<file path="src/rtl/mem_ctrl_pkg.sv">
// Shared types and helpers for the mem_req_ctrl dual-port SRAM request front-end.
// Optional alignment checking is enabled by defining MEM_REQ_CTRL_ALIGN_CHECK_EN.
package mem_ctrl_pkg;

  localparam int unsigned MEM_DATA_W         = 32;
  localparam int unsigned MEM_ADDR_W         = 32;
  localparam int unsigned PROT_LIMIT_DEFAULT = 1000;

  typedef logic [MEM_ADDR_W-1:0] addr_t;
  typedef logic [MEM_DATA_W-1:0] data_t;

  typedef struct packed {
    logic  we;
    addr_t addr;
    data_t wdata;
  } mem_req_t;

  typedef struct packed {
    data_t rdata;
    logic  err;
  } mem_rsp_t;

  // True when the 4-byte windows starting at a and b share a byte (wrapping distance < 4).
  function automatic logic overlap4(input addr_t a, input addr_t b);
    addr_t d_ab;
    addr_t d_ba;
    d_ab = a - b;
    d_ba = b - a;
    return (d_ab < addr_t'(4)) || (d_ba < addr_t'(4));
  endfunction

endpackage

</file>
<file path="src/rtl/mem_port_pipe.sv">
// One requester port: ISSUE and RESP stages, error check and the SRAM port drive.
// MEM_REQ_CTRL_ALIGN_CHECK_EN turns unaligned requests into error responses.
module mem_port_pipe
  import mem_ctrl_pkg::*;
#(
  parameter int unsigned PROT_LIMIT = PROT_LIMIT_DEFAULT
) (
  input  logic     clk,
  input  logic     rst,
  input  logic     i_req_valid,
  output logic     o_req_ready,
  input  mem_req_t i_req,
  input  logic     i_rsp_ready,
  output logic     o_rsp_valid,
  output mem_rsp_t o_rsp,
  input  logic     i_stall,
  input  data_t    i_sram_q,
  output addr_t    o_sram_addr,
  output data_t    o_sram_data,
  output logic     o_sram_we,
  output logic     o_hz_valid,
  output logic     o_hz_we,
  output addr_t    o_hz_addr
);

  logic     r_issue_v;
  logic     r_issue_err;
  mem_req_t r_issue;
  logic     r_resp_v;
  logic     r_resp_err;
  logic     r_resp_fresh;
  data_t    r_resp_hold;
  addr_t    r_sram_addr;
  data_t    r_sram_data;

  logic w_align_err;
  logic w_req_err;
  logic w_resp_free;
  logic w_issue_adv;
  logic w_accept;
  logic w_drive;

`ifdef MEM_REQ_CTRL_ALIGN_CHECK_EN
  assign w_align_err = (i_req.addr[1:0] != 2'b00);
`else
  assign w_align_err = 1'b0;
`endif

  assign w_req_err   = (i_req.we && (i_req.addr < addr_t'(PROT_LIMIT))) || w_align_err;
  assign w_resp_free = !r_resp_v || i_rsp_ready;
  assign w_issue_adv = r_issue_v && !i_stall && w_resp_free;
  assign o_req_ready = !r_issue_v || w_issue_adv;
  assign w_accept    = i_req_valid && o_req_ready;

  // Error requests never touch the SRAM; the port then holds its last address/data.
  assign w_drive     = r_issue_v && !r_issue_err && !i_stall;
  assign o_sram_we   = w_drive && r_issue.we;
  assign o_sram_addr = w_drive ? r_issue.addr  : r_sram_addr;
  assign o_sram_data = w_drive ? r_issue.wdata : r_sram_data;

  // The SRAM word is visible only in the cycle after capture, so it is parked in
  // r_resp_hold on the next edge to stay stable under backpressure.
  assign o_rsp_valid = r_resp_v;
  assign o_rsp       = '{rdata: (r_resp_fresh ? i_sram_q : r_resp_hold), err: r_resp_err};

  assign o_hz_valid  = r_issue_v && !r_issue_err;
  assign o_hz_we     = r_issue.we;
  assign o_hz_addr   = r_issue.addr;

  // NOTE: sequential state uses non-blocking assignments so every register samples
  // pre-edge values, independent of statement order within or across blocks.
  always_ff @(posedge clk) begin
    if (rst) begin
      r_issue_v    <= 1'b0;
      r_issue_err  <= 1'b0;
      r_issue      <= '0;
      r_resp_v     <= 1'b0;
      r_resp_err   <= 1'b0;
      r_resp_fresh <= 1'b0;
      r_resp_hold  <= '0;
      r_sram_addr  <= '0;
      r_sram_data  <= '0;
    end else begin
      r_sram_addr <= o_sram_addr;
      r_sram_data <= o_sram_data;

      if (w_accept) begin
        r_issue_v   <= 1'b1;
        r_issue     <= i_req;
        r_issue_err <= w_req_err;
      end else if (w_issue_adv) begin
        r_issue_v <= 1'b0;
      end

      if (w_issue_adv) begin
        r_resp_v     <= 1'b1;
        r_resp_err   <= r_issue_err;
        r_resp_fresh <= !r_issue_err;
        r_resp_hold  <= '0;
      end else begin
        if (i_rsp_ready) r_resp_v <= 1'b0;
        if (r_resp_fresh) begin
          r_resp_hold  <= i_sram_q;
          r_resp_fresh <= 1'b0;
        end
      end
    end
  end

endmodule

</file>
<file path="src/rtl/mem_req_ctrl.sv">
// Dual-port request front-end for the byte-addressable SRAM; port A has priority.
// Define MEM_REQ_CTRL_ALIGN_CHECK_EN to reject requests with addr[1:0] != 0.
module mem_req_ctrl
  import mem_ctrl_pkg::*;
#(
  parameter int unsigned DATA_WIDTH = MEM_DATA_W,
  parameter int unsigned ADDR_WIDTH = MEM_ADDR_W,
  parameter int unsigned PROT_LIMIT = PROT_LIMIT_DEFAULT
) (
  input  logic                  clk,
  input  logic                  rst,
  input  logic                  a_req_valid,
  output logic                  a_req_ready,
  input  logic                  a_req_we,
  input  logic [ADDR_WIDTH-1:0] a_req_addr,
  input  logic [DATA_WIDTH-1:0] a_req_wdata,
  output logic                  a_rsp_valid,
  input  logic                  a_rsp_ready,
  output logic [DATA_WIDTH-1:0] a_rsp_rdata,
  output logic                  a_rsp_err,
  input  logic                  b_req_valid,
  output logic                  b_req_ready,
  input  logic                  b_req_we,
  input  logic [ADDR_WIDTH-1:0] b_req_addr,
  input  logic [DATA_WIDTH-1:0] b_req_wdata,
  output logic                  b_rsp_valid,
  input  logic                  b_rsp_ready,
  output logic [DATA_WIDTH-1:0] b_rsp_rdata,
  output logic                  b_rsp_err,
  output logic [ADDR_WIDTH-1:0] sram_addr_a,
  output logic [ADDR_WIDTH-1:0] sram_addr_b,
  output logic [DATA_WIDTH-1:0] sram_data_a,
  output logic [DATA_WIDTH-1:0] sram_data_b,
  output logic                  sram_we_a,
  output logic                  sram_we_b,
  input  logic [DATA_WIDTH-1:0] sram_q_a,
  input  logic [DATA_WIDTH-1:0] sram_q_b
);

  mem_req_t w_a_req, w_b_req;
  mem_rsp_t w_a_rsp, w_b_rsp;
  logic     w_a_hz_v, w_a_hz_we, w_b_hz_v, w_b_hz_we;
  addr_t    w_a_hz_addr, w_b_hz_addr;
  logic     w_stall_b;

  assign w_a_req = '{we: a_req_we, addr: a_req_addr, wdata: a_req_wdata};
  assign w_b_req = '{we: b_req_we, addr: b_req_addr, wdata: b_req_wdata};

  // B waits while its window overlaps A's live ISSUE and either side writes,
  // so it issues after A's access and observes A's write.
  assign w_stall_b = w_a_hz_v && w_b_hz_v && (w_a_hz_we || w_b_hz_we) &&
                     overlap4(w_a_hz_addr, w_b_hz_addr);

  mem_port_pipe #(.PROT_LIMIT(PROT_LIMIT)) u_port_a (
    .clk         (clk),
    .rst         (rst),
    .i_req_valid (a_req_valid),
    .o_req_ready (a_req_ready),
    .i_req       (w_a_req),
    .i_rsp_ready (a_rsp_ready),
    .o_rsp_valid (a_rsp_valid),
    .o_rsp       (w_a_rsp),
    .i_stall     (1'b0),
    .i_sram_q    (sram_q_a),
    .o_sram_addr (sram_addr_a),
    .o_sram_data (sram_data_a),
    .o_sram_we   (sram_we_a),
    .o_hz_valid  (w_a_hz_v),
    .o_hz_we     (w_a_hz_we),
    .o_hz_addr   (w_a_hz_addr)
  );

  mem_port_pipe #(.PROT_LIMIT(PROT_LIMIT)) u_port_b (
    .clk         (clk),
    .rst         (rst),
    .i_req_valid (b_req_valid),
    .o_req_ready (b_req_ready),
    .i_req       (w_b_req),
    .i_rsp_ready (b_rsp_ready),
    .o_rsp_valid (b_rsp_valid),
    .o_rsp       (w_b_rsp),
    .i_stall     (w_stall_b),
    .i_sram_q    (sram_q_b),
    .o_sram_addr (sram_addr_b),
    .o_sram_data (sram_data_b),
    .o_sram_we   (sram_we_b),
    .o_hz_valid  (w_b_hz_v),
    .o_hz_we     (w_b_hz_we),
    .o_hz_addr   (w_b_hz_addr)
  );

  assign a_rsp_rdata = w_a_rsp.rdata;
  assign a_rsp_err   = w_a_rsp.err;
  assign b_rsp_rdata = w_b_rsp.rdata;
  assign b_rsp_err   = w_b_rsp.err;

endmodule
</file>
<file path="config.mk">
export PLATFORM = sky130hd
export DESIGN_NAME = mem_req_ctrl
export DESIGN_NICKNAME = d
export VERILOG_FILES = /design/src/rtl/mem_ctrl_pkg.sv /design/src/rtl/mem_port_pipe.sv /design/src/rtl/mem_req_ctrl.sv
export SDC_FILE = /design/constraint.sdc
export NUM_CORES = 1
export LEC_CHECK = 0
export BUFFER_PORTS_ARGS = -buffer_cell sky130_fd_sc_hd__buf_2
export CORE_UTILIZATION = 38
export DETAILED_ROUTE_END_ITERATION = 8
export PLACE_DENSITY = 0.7
export SLEW_MARGIN = 20
export SYNTH_ARGS = -nofsm -noshare
export SYNTH_HDL_FRONTEND = slang
export SYNTH_SLANG_ARGS = --single-unit
</file>
<file path="constraint.sdc">
create_clock -name clk -period 8.1 [get_ports clk]
set_input_delay 1.215 -clock clk [delete_from_list [all_inputs] [get_ports clk]]
set_output_delay 1.215 -clock clk [all_outputs]
set_load 0.05 [all_outputs]
</file>
==> metrics <==
status finished, final reports clean; hold buffer count at cts 0; Worst Clk Skew 0.0193 ns; H-tree Lvls 2; vias in the first global route 16.3k; grt ovf 0; Synth Area in XOR/XNOR 0.00690; Hold Vio Cnt, Final 0; core area 45800 sq um; drt wl/cell 21.2 um; I/O Buffers 399; Die ar. 47600 sq um; largest net degree at the start of global routing 132; simple-gate share of the synthesized area 0.223; setup TNS 0 ns; synthesized area 17800 sq um; layout cells sized above 1 0.288; final number of setup-violating endpoints 0; Power Total 4.65 mW; nets 2668; Boundary Pins 400; post-synthesis compound-gate area fraction 0.181; Place WS 1.83 ns; power share of the clock group 0.372; crit-path max FO 65; Synth warnings 0; Initial Util 0.388; Worst Path Arrival 5.78 ns; Cell Chain, Critical Path inv_1, ha_1, and2_1, nand2_1, o31ai_1, a21boi_0, o311ai_0, nand3_1, and4b_1, nand4_1, o211ai_4, buf_12, mux2i_1, inv_1, buf_2; total track usage 0.261; vias after detailed routing 16.9k; Crit. End Element primary output; Hold Path Class reg2reg; CP max-delay cell o31ai_1; wirelength, routed 64.3 mm; asr flop ratio synth 0; CP dominant cell by count inv_1; leakage 9.80 nW; largest family of logic cells by synthesized area simple AND/OR/NAND/NOR gates; Net Sw Frac 0.333; placed cell area 20000 sq um; max-slew violations 0; fmax 143 MHz; Post-CTS Resized 0; Net Count, Synth 2363; Via density 5.56; Root Buffer clkbuf_16; setup ws final 1.10 ns; Seq/Total Area, Yosys 0.374; drt drc 0; DR pass1 iterations 6; Worst path max stage delay 0.70 ns; Critical Path RT 6.88 ns; setup slack, reg-to-reg 2.75 ns; DP HPWL 49.1 mm; largest buffer count on any clock path 3; commonest non-fill, non-tap cell in the layout buf_2; Worst-Margin Slew 1.00 ns; Die Ht 218 um; post-route cell area 21300 sq um; Post-Syn Instances 2103; Setup Buffers After CTS 0; Routability Congestion 0.993; post-synth cell types 79; Worst IR Drop VDD 0.191 mV; CTS tree built; WS Path Type reg2out; Post-Synth Adder-Cell Area 0.0422; Seq pwr share 0.374; Inserted Clock Buffers 37; most frequent cells in the layout 398 x buf_2, 332 x dfxtp_1, 229 x nand2_1; DRT antenna net count 0; number of synthesized register bits 332; period utilisation layout 0.864; Area Overhead vs Synth 19.6%; clock sink total 332; DRT iter0 DRCs 1253; Switch Pwr 1.55 mW; Clock Latency Late Sink 0.56 ns; average size of a mapped cell 8.45 sq um; Slew headroom 0.325; post-synthesis mux area share 0.110; combinational power share 0.254; Internal 3.10 mW; number of antenna violations at the first check in global routing 9; unrepaired setup endpoints after global routing no; max-cap check violation count 0; pwr/cell area 219 nW/um^2; minimum clock period 7.00 ns; crit start category flop; EDFF count, synth 0; Top FF cell, synth dfxtp_1; FP Rows 78; Die X 218 um; first-pass GRT wire length 96.8 mm; Worst-path clk slew 0.06 ns
==> Yosys cell counts, types with 5 or more instances <==
library cell    n  area, sq um
dfxtp_1       332         6650
nand2_1       231          867
a21oi_1       213         1070
o21ai_0       138          691
mux2_2        131         1480
inv_1         113          424
and2_1        104          651
clkbuf_1       94          353
nor2_1         90          338
or3b_2         66          578
ha_1           60          751
mux2i_1        42          420
and3_1         40          250
nor2b_1        38          238
nand4_1        37          231
nor3_1         32          160
o21a_1         29          218
buf_2          27          135
nor4_1         24          150
nand3_1        18         90.1
o21ai_1        15         75.1
xnor2_1        13          114
a21o_1         11         82.6
or3_1          11         68.8
buf_1          10         37.5
o211ai_1       10         75.1
o31ai_1        10         75.1
a211oi_1        9         67.6
buf_6           9          101
o2111ai_1       9         78.8
o22ai_1         9         56.3
and4_1          8         70.1
nor4b_1         8         70.1
nand2b_1        7         43.8
or2_2           7         43.8
mux2_1          6         67.6
o311ai_0        6         52.6
a211o_1         5         43.8
o221ai_1        5         43.8
==> flip-flops by register name, summed over array words and instances (netlist names) <==
signal	flops
u_port_a.r_resp_fresh	1
u_port_b.r_resp_err	1
u_port_a.r_resp_err	1
u_port_a.o_hz_addr	32
u_port_b.o_hz_addr	32
u_port_a.r_sram_data	32
u_port_b.r_sram_data	32
u_port_a.o_hz_we	1
u_port_a.r_issue_err	1
u_port_b.r_resp_fresh	1
u_port_a.r_resp_hold	32
u_port_a.r_issue_v	1
u_port_a.r_issue	32
u_port_a.o_rsp_valid	1
u_port_b.r_issue	32
u_port_a.r_sram_addr	32
u_port_b.r_issue_v	1
u_port_b.r_issue_err	1
u_port_b.r_resp_hold	32
u_port_b.o_hz_we	1
u_port_b.o_rsp_valid	1
u_port_b.r_sram_addr	32
==> critical path, delay by kind of cell, from the launching register on <==
| kind | cells | cell delay (ns) |
|---|---|---|
| compound gates | 4 | 1.84 |
| simple gates | 5 | 1.23 |
| buf+inv | 4 | 0.77 |
| fa+ha+maj | 1 | 0.61 |
| flops | 1 | 0.36 |
| mux | 1 | 0.32 |
==> metrics by stage <==
step / hold WS [ns] / std cells / utilization
global placement: 0.439 / 2968 / 0.437
detailed placement: 0.446 / 2969 / 0.437
CTS: 0.456 / 3034 / 0.464
global route: 0.472 / 3036 / 0.464
finish: 0.455 / 3036 / 0.464
floorplan: 0.434 / 2103 / -
==> cells by family after synthesis <==
group                    count (synthesis)
AO/OA/AOI/OAI                          524
adder cells (fa/ha/maj)                 60
multiplexers                           179
flip-flops                             332
XOR/XNOR                                14
AND/OR/NAND/NOR                        734
buffers and inverters                  260
==> worst paths after layout <==
check,startpoint,to,depth (start not counted)
worst max-delay path,u_port_a.o_hz_addr[4],sram_addr_b[8],15
worst min-delay path,u_port_a.r_issue[24],u_port_a.r_issue[24],2
worst max register to register,u_port_a.o_hz_addr[4],u_port_b.o_hz_addr[6],14
worst min register to register,u_port_a.r_issue[24],u_port_a.r_issue[24],2
==> routing by layer <==
metal,wire (um),part of all wire,up-vias,global-route usage
met4,2000,0.031,14,0.0851
met5,91,0.0014,-,0
met2,30100,0.47,607,0.427
met3,4820,0.075,122,0.0637
met1,27200,0.42,8159,0.336
li1,-,-,7992,-
==> power groups by stage <==
stage / combinational, mW / clock [mW] / sequential (mW)
finish: 1.18 / 1.73 / 1.74
global route: 1.25 / 1.83 / 1.74
CTS: 1.16 / 1.76 / 1.74
detailed placement: 1.15 / 0 / 1.77
global placement: 1.16 / 0 / 1.77
floorplan: 0.815 / 0 / 1.75
==> final cells by class <==
| cell class | count | area [sq um] |
|---|---|---|
| fill | 4441 | 24500 |
| multi-input combinational | 1511 | 10100 |
| sequential | 332 | 6650 |
| timing repair buffer | 413 | 2120 |
| clock buffer | 49 | 1020 |
| tap | 600 | 751 |
| inverter | 113 | 425 |
| clock inverter | 16 | 214 |
| antenna | 2 | 5.00 |
(Power assumes the default switching activity.)
